## config.mk

```make
export PLATFORM = sky130hd
export DESIGN_NAME = led_pwm_ctrl
export DESIGN_NICKNAME = d
export VERILOG_FILES = /design/src/rtl/led_pwm_pkg.sv /design/src/rtl/led_pwm_timebase.sv /design/src/rtl/led_pwm_ctrl.sv
export SDC_FILE = /design/constraint.sdc
export NUM_CORES = 1
export LEC_CHECK = 0
export ABC_AREA = 1
export CAP_MARGIN = 20
export CORE_MARGIN = 2
export CORE_UTILIZATION = 40
export DETAILED_ROUTE_END_ITERATION = 12
export PLACE_DENSITY = 0.65
export SYNTH_ARGS = -nofsm -noshare
export SYNTH_HDL_FRONTEND = slang
export SYNTH_SLANG_ARGS = --single-unit
```

## constraint.sdc

```tcl
create_clock -name clk -period 2 [get_ports clk]
set_input_delay 0.4 -clock clk [delete_from_list [all_inputs] [get_ports clk]]
set_output_delay 0.4 -clock clk [all_outputs]
set_load 0.02 [all_outputs]
```

## src/rtl/led_pwm_pkg.sv

```systemverilog
// Shared register map and channel mode encoding for the LED PWM peripheral.
package led_pwm_pkg;

  localparam int unsigned ADDR_ENABLE      = 0;
  localparam int unsigned ADDR_MODE        = 1;
  localparam int unsigned ADDR_PRESCALE    = 2;
  localparam int unsigned ADDR_BLINK_HALF  = 3;
  localparam int unsigned ADDR_DUTY_BASE   = 4;

  localparam int unsigned BLINK_HALF_WIDTH = 16;

  typedef enum logic {
    MODE_STEADY = 1'b0,
    MODE_BLINK  = 1'b1
  } mode_e;

endpackage

```

## src/rtl/led_pwm_timebase.sv

```systemverilog
// Shared prescaler, PWM period counter and blink phase generator for all channels.
// Registered counters; tick, period_end and phase are valid in the current cycle.
module led_pwm_timebase
  import led_pwm_pkg::*;
#(
  parameter int PWM_WIDTH      = 8,
  parameter int PRESCALE_WIDTH = 16
) (
  input  logic                        clk,
  input  logic                        reset,
  input  logic [PRESCALE_WIDTH-1:0]   prescale_i,
  input  logic [BLINK_HALF_WIDTH-1:0] blink_half_i,
  input  logic                        prescale_wr_i,
  input  logic                        blink_wr_i,
  output logic                        tick_o,
  output logic [PWM_WIDTH-1:0]        pwm_cnt_o,
  output logic                        period_end_o,
  output logic                        phase_o
);

  logic [PRESCALE_WIDTH-1:0]   pre_cnt_q, pre_cnt_d;
  logic [PWM_WIDTH-1:0]        pwm_cnt_q, pwm_cnt_d;
  logic [BLINK_HALF_WIDTH-1:0] blink_cnt_q, blink_cnt_d;
  logic                        phase_q, phase_d;
  logic                        tick;
  logic                        period_end;

  assign tick       = (pre_cnt_q == prescale_i);
  assign period_end = tick & (&pwm_cnt_q);

  always_comb begin
    pre_cnt_d = pre_cnt_q + 1'b1;
    if (prescale_wr_i || tick) begin
      pre_cnt_d = '0;
    end

    pwm_cnt_d = pwm_cnt_q;
    if (tick) begin
      pwm_cnt_d = pwm_cnt_q + 1'b1;
    end

    // A BLINK_HALF write or a zero half-period parks the blinker in the on phase.
    blink_cnt_d = blink_cnt_q;
    phase_d     = phase_q;
    if (blink_wr_i || (blink_half_i == '0)) begin
      blink_cnt_d = '0;
      phase_d     = 1'b1;
    end else if (period_end) begin
      if (blink_cnt_q == blink_half_i - 1'b1) begin
        blink_cnt_d = '0;
        phase_d     = ~phase_q;
      end else begin
        blink_cnt_d = blink_cnt_q + 1'b1;
      end
    end
  end

  always_ff @(posedge clk or negedge reset) begin
    if (!reset) begin
      pre_cnt_q   <= '0;
      pwm_cnt_q   <= '0;
      blink_cnt_q <= '0;
      phase_q     <= 1'b1;
    end else begin
      pre_cnt_q   <= pre_cnt_d;
      pwm_cnt_q   <= pwm_cnt_d;
      blink_cnt_q <= blink_cnt_d;
      phase_q     <= phase_d;
    end
  end

  assign tick_o       = tick;
  assign pwm_cnt_o    = pwm_cnt_q;
  assign period_end_o = period_end;
  assign phase_o      = phase_q;

endmodule

```

## src/rtl/led_pwm_ctrl.sv

```systemverilog
// Memory-mapped multi-channel LED driver: register file, shadowed per-channel duty, PWM compare.
// Reads return data one cycle after sel; LED pins are registered, one clock after counter state.
module led_pwm_ctrl
  import led_pwm_pkg::*;
#(
  parameter int NUM_LEDS       = 4,
  parameter int PWM_WIDTH      = 8,
  parameter int PRESCALE_WIDTH = 16,
  parameter int ADDR_WIDTH     = 5,
  parameter int DATA_WIDTH     = 32
) (
  input  logic                  clk,
  input  logic                  reset,
  input  logic                  sel,
  input  logic                  we,
  input  logic [ADDR_WIDTH-1:0] addr,
  input  logic [DATA_WIDTH-1:0] wdata,
  output logic [DATA_WIDTH-1:0] rdata,
  output logic                  rvalid,
  output logic [NUM_LEDS-1:0]   led
);

  logic [NUM_LEDS-1:0]         enable_q, enable_d;
  logic [NUM_LEDS-1:0]         mode_q, mode_d;
  logic [PRESCALE_WIDTH-1:0]   prescale_q, prescale_d;
  logic [BLINK_HALF_WIDTH-1:0] blink_half_q, blink_half_d;
  logic [PWM_WIDTH-1:0]        duty_sh_q  [NUM_LEDS];
  logic [PWM_WIDTH-1:0]        duty_sh_d  [NUM_LEDS];
  logic [PWM_WIDTH-1:0]        duty_act_q [NUM_LEDS];
  logic [PWM_WIDTH-1:0]        duty_act_d [NUM_LEDS];
  logic [DATA_WIDTH-1:0]       rdata_q, rdata_d, rd_mux;
  logic                        rvalid_q, rvalid_d;
  logic [NUM_LEDS-1:0]         led_q, led_d;

  logic                        wr_en, rd_en;
  logic [31:0]                 addr_w;
  logic                        prescale_wr, blink_wr;
  logic                        tick, period_end, phase;
  logic [PWM_WIDTH-1:0]        pwm_cnt;
  logic                        unused_sig;

  assign wr_en       = sel & we;
  assign rd_en       = sel & ~we;
  assign addr_w      = 32'(addr);
  assign prescale_wr = wr_en && (addr_w == ADDR_PRESCALE);
  assign blink_wr    = wr_en && (addr_w == ADDR_BLINK_HALF);
  assign unused_sig  = ^{tick, wdata};

  led_pwm_timebase #(
    .PWM_WIDTH      (PWM_WIDTH),
    .PRESCALE_WIDTH (PRESCALE_WIDTH)
  ) u_timebase (
    .clk           (clk),
    .reset         (reset),
    .prescale_i    (prescale_q),
    .blink_half_i  (blink_half_q),
    .prescale_wr_i (prescale_wr),
    .blink_wr_i    (blink_wr),
    .tick_o        (tick),
    .pwm_cnt_o     (pwm_cnt),
    .period_end_o  (period_end),
    .phase_o       (phase)
  );

  always_comb begin
    enable_d     = enable_q;
    mode_d       = mode_q;
    prescale_d   = prescale_q;
    blink_half_d = blink_half_q;
    for (int unsigned i = 0; i < NUM_LEDS; i++) begin
      duty_sh_d[i] = duty_sh_q[i];
      // Active duty samples the pre-edge shadow, so a same-cycle write waits a full period.
      duty_act_d[i] = period_end ? duty_sh_q[i] : duty_act_q[i];
    end

    if (wr_en) begin
      if (addr_w == ADDR_ENABLE)     enable_d     = wdata[NUM_LEDS-1:0];
      if (addr_w == ADDR_MODE)       mode_d       = wdata[NUM_LEDS-1:0];
      if (addr_w == ADDR_PRESCALE)   prescale_d   = wdata[PRESCALE_WIDTH-1:0];
      if (addr_w == ADDR_BLINK_HALF) blink_half_d = wdata[BLINK_HALF_WIDTH-1:0];
      for (int unsigned i = 0; i < NUM_LEDS; i++) begin
        if (addr_w == ADDR_DUTY_BASE + i) duty_sh_d[i] = wdata[PWM_WIDTH-1:0];
      end
    end
  end

  always_comb begin
    rd_mux = '0;
    if (addr_w == ADDR_ENABLE)     rd_mux = DATA_WIDTH'(enable_q);
    if (addr_w == ADDR_MODE)       rd_mux = DATA_WIDTH'(mode_q);
    if (addr_w == ADDR_PRESCALE)   rd_mux = DATA_WIDTH'(prescale_q);
    if (addr_w == ADDR_BLINK_HALF) rd_mux = DATA_WIDTH'(blink_half_q);
    for (int unsigned i = 0; i < NUM_LEDS; i++) begin
      if (addr_w == ADDR_DUTY_BASE + i) rd_mux = DATA_WIDTH'(duty_sh_q[i]);
    end
    rdata_d  = rd_en ? rd_mux : rdata_q;
    rvalid_d = rd_en;
  end

  always_comb begin
    led_d = '0;
    for (int unsigned i = 0; i < NUM_LEDS; i++) begin
      led_d[i] = enable_q[i]
               & ((&duty_act_q[i]) | (pwm_cnt < duty_act_q[i]))
               & ((mode_e'(mode_q[i]) == MODE_BLINK) ? phase : 1'b1);
    end
  end

  always_ff @(posedge clk or negedge reset) begin
    if (!reset) begin
      enable_q     <= '0;
      mode_q       <= '0;
      prescale_q   <= '0;
      blink_half_q <= '0;
      for (int unsigned i = 0; i < NUM_LEDS; i++) begin
        duty_sh_q[i]  <= '0;
        duty_act_q[i] <= '0;
      end
      rdata_q      <= '0;
      rvalid_q     <= 1'b0;
      led_q        <= '0;
    end else begin
      enable_q     <= enable_d;
      mode_q       <= mode_d;
      prescale_q   <= prescale_d;
      blink_half_q <= blink_half_d;
      for (int unsigned i = 0; i < NUM_LEDS; i++) begin
        duty_sh_q[i]  <= duty_sh_d[i];
        duty_act_q[i] <= duty_act_d[i];
      end
      rdata_q      <= rdata_d;
      rvalid_q     <= rvalid_d;
      led_q        <= led_d;
    end
  end

  assign rdata  = rdata_q;
  assign rvalid = rvalid_q;
  assign led    = led_q;

endmodule

```

==> flow_summary_export.csv, run 1 <==
group,metric,value,unit
timing,period_share,94.86,%
cells_and_area,fin_nets,1273,
global_route,grt_pass1_vias,7062,
cts,clockBufferDepth,2,
cts,cts.clk_slew.worst_paths,0.07,ns
route,drt_first_pass_iters,6,
synth,synth_top_family_by_area,"simple AND/OR/NAND/NOR gates",
route,wirelength,22210,µm
synth,synthDistinctLibCells,42,
die,rows,54,
cells_and_area,antennaDiodeCount,0,
die,die_x,153.8,µm
synth,synth_edf_count,0,
route,drc,0,
die,die_area,0.02364,mm²
cells_and_area,area_growth,22.52,%
placed_design,dp_hpwl,16710,µm
route,routed_via_density,4.998,
cells_and_area,drive_gt1_share,15.75,%
global_route,grt_start_max_net_pins,63,
synth,synth_area_leaders,"dfrtp_1 (46%), nand2_1 (12%), inv_1 (5.3%), o21ai_0 (5.1%), ha_1 (4.5%)",
critical_path,path_max_fanout,5,
die,start_util,40.98,%
timing,slew_viol_final,0,
critical_path,crit_slowest_cell,"dfrtp_2",
synth,synth_seq_cells,166,
power_and_ir_drop,total_leakage_power,5.314,nW
global_route,grt_antenna_before_repair,0,
power_and_ir_drop,finalPower,10.16,mW
global_route,grt_pass1_wl,36240,µm
critical_path,worst-path-buf-inv,1,
cells_and_area,utilization,50.21,%
critical_path,setup.worst_path.start_class,"register",
synth,synthTopCellsByCount,"nand2_1 (279), dfrtp_1 (165), inv_1 (126), o21ai_0 (91), nor2_1 (78)",
timing,tightest_slew,0.5673,ns
synth,synthAdderAreaFrac,4.463,%
cts,cts-root-buf,"clkbuf_16",
global_route,gr-total-overflow,0,
worst_hold_path,hp-class,"in2async",
synth,ys_warn_count,0,
synth,yosysTopAreaCell,"dfrtp_1",
cts,insertion_delay,0.43,ns
cts,cts_num_sinks,166,
placed_design,gp_congestion,0.8652,
synth,yosys.area_share.simple,22.86,%
route,ant_nets,0,
synth,synth.mux.area_fraction,3.138,%
cts,cts-htree-levels,4,
placed_design,io_buffer_count,45,
run,drv_cap,0,
die,die_y,153.8,µm
critical_path,cp.required,2.32,ns
power_and_ir_drop,power_density,924.3,mW/mm²
synth,synth-xor-area-share,4.589,%
synth,async_flop_share,100.0,%
critical_path,crit_chain,"nor2_4 > nand2_4 > nor2_4 > nand3_2 > nand2_2 > inv_2 > nor2_2 > nand2_1 > nor2_2 > nand2_2 > nand2_4 > nand2_1 > and2_1",
critical_path,critPathCaptureType,"register",
power_and_ir_drop,irDropWorstVdd,503.6,µV
route,drt_iter0_markers,474,
synth,synth_seq_area_share,46.32,%
die,ios,78,
synth,synth_top_area_share,46.03,%
route,vias,7462,
synth,synth.avg_cell_area,8.268,µm²
die,core,0.02189,mm²
timing,clock_skew,0.01268,ns
timing,hold_viol,0,
critical_path,cp.arrival,2.22,ns
critical_path,path_class,"reg2reg",
timing,clock.fmax,527.1,MHz
route,wl_per_cell,14.87,µm
global_route,grt_usage,19.17,%
synth,synth_compound_area_share,10.39,%
timing,finalCriticalPeriod,1.897,ns
synth,synth-main-ff-cell,"dfrtp_1",
synth,synthCells,1085,
cts,cts_tree,"built",
timing,finalSetupViolCount,0,
cts,numCtsBuffers,17,
synth,synth_area,0.008971,mm²
timing,slew-limit-headroom,61.78,%
timing,rsz0062_at_grt,"true",
critical_path,slowest_delay,0.46,ns
critical_path,cpLargestDelayFamily,"simple AND/OR/NAND/NOR gates",
synth,yosysMostFrequentCell,"nand2_1",
run_status,status,"complete, no violations",
==> where the power goes <==
group | internal, mW | leakage [nW] | switching, mW | total, mW
sequential | 3.75 | 2.23 | 0.415 | 4.17
clock | 1.88 | 0.286 | 1.46 | 3.34
combinational | 1.14 | 2.80 | 1.52 | 2.65
total | 6.77 | 5.31 | 3.39 | 10.2
==> flip-flops by register name, summed over array words and instances, names as in the netlist, 8 cells and up <==
name and flops:
duty_act_q 32, duty_sh_q 32, blink_half_q 16, prescale_q 16
rdata 16, u_timebase.blink_cnt_q 16, u_timebase.pre_cnt_q 16, u_timebase.pwm_cnt_o 8
==> cells by family after synthesis <==
group,count (synthesis)
adder cells (fa/ha/maj),32
AND/OR/NAND/NOR,472
flip-flops,166
other,1
AO/OA/AOI/OAI,167
XOR/XNOR,47
buffers and inverters,175
multiplexers,25
==> worst reg2reg max path, delay by kind of cell, from the launching register on <==
| family | cells | cell delay (ns) |
|---|---|---|
| buffers and inverters | 1 | 0.03 |
| flip-flops | 1 | 0.46 |
| AND/OR/NAND/NOR | 12 | 1.32 |
==> worst paths after layout <==
check,startpoint,to,slack (ns),cells past startpoint
setup reg to reg,blink_half_q[2],u_timebase.blink_cnt_q[3],0.10,13
min in group clk,rdata[14],rdata[14],0.48,2
setup / recovery,blink_half_q[2],u_timebase.blink_cnt_q[3],0.10,13
hold / removal,reset,led[3],0.39,2
hold reg to reg,rdata[14],rdata[14],0.48,2
max in group asynchronous,reset,blink_half_q[8],0.99,3
==> per-layer routing <==
metal / vias up / GRT usage (%) / part of all wire [%]
met5: - / 0 / 0
met4: 0 / 5.199 / 1.4
li1: 3747 / - / -
met1: 3542 / 27.27 / 48
met3: 21 / 3.185 / 3.9
met2: 152 / 30.43 / 47
==> timing repair <==
action	4_1_cts	5_1_grt
buffers inserted	1	5
gates cloned	0	0
resized for setup	5	45
hold buffers	1	0
endpoints found under the hold margin	17	0
pin swaps	0	12
setup endpoints to repair	15	43
==> layout make-up <==
type | instances | area, µm²
Timing Repair Buffer | 122 | 1106
Tap cell | 280 | 350.3
Inverter | 134 | 504.2
Clock buffer | 18 | 429.2
Sequential cell | 166 | 4167
Clock inverter | 14 | 163.9
Fill cell | 2101 | 10900
Multi-Input combinational cell | 759 | 4272
==> layout by cell type (no fill, tap or decap), types with 32 or more instances in the layout <==
| cell | netlist | final |
|---|---|---|
| a21oi_1 | 38 | 38 |
| clkdlybuf4s50_1 | 0 | 44 |
| nand3_1 | 38 | 35 |
| nand4_1 | 32 | 32 |
| nand2_1 | 279 | 273 |
| dfrtp_1 | 165 | 156 |
| inv_1 | 126 | 124 |
| o21ai_0 | 91 | 91 |
| buf_4 | 16 | 68 |
| nor2_1 | 78 | 65 |
==> stage by stage <==
stage          hold WS, ns  TNS [ns]  instances  setup WS (ns)  instance area (µm²)
6_report            0.3861         0       1493         0.1029                10990
2_1_floorplan       0.1044         0       1100         0.1474                 9027
3_5_place_dp        0.2661    -6.353       1454        -0.1979                10190
4_1_cts             0.3798         0       1488        0.03202                10810
5_1_grt             0.3824   -0.2866       1493       -0.06653                10990
3_3_place_gp        0.2647    -4.706       1454        -0.1797                10190
(Power assumes the default switching activity.)
==> inputs of run 2 (changes only) <==
- CTS_CLUSTER_DIAMETER: default -> 200
- CTS_CLUSTER_SIZE: default -> 28
==> results of run 2 <==
Final layout, timing and power as in run 1 (identical DEF).
==> inputs of run 3 (changes only) <==
- HOLD_SLACK_MARGIN: default -> 0.03
==> results of run 3 <==
Final layout, timing and power as in run 1 (identical DEF).
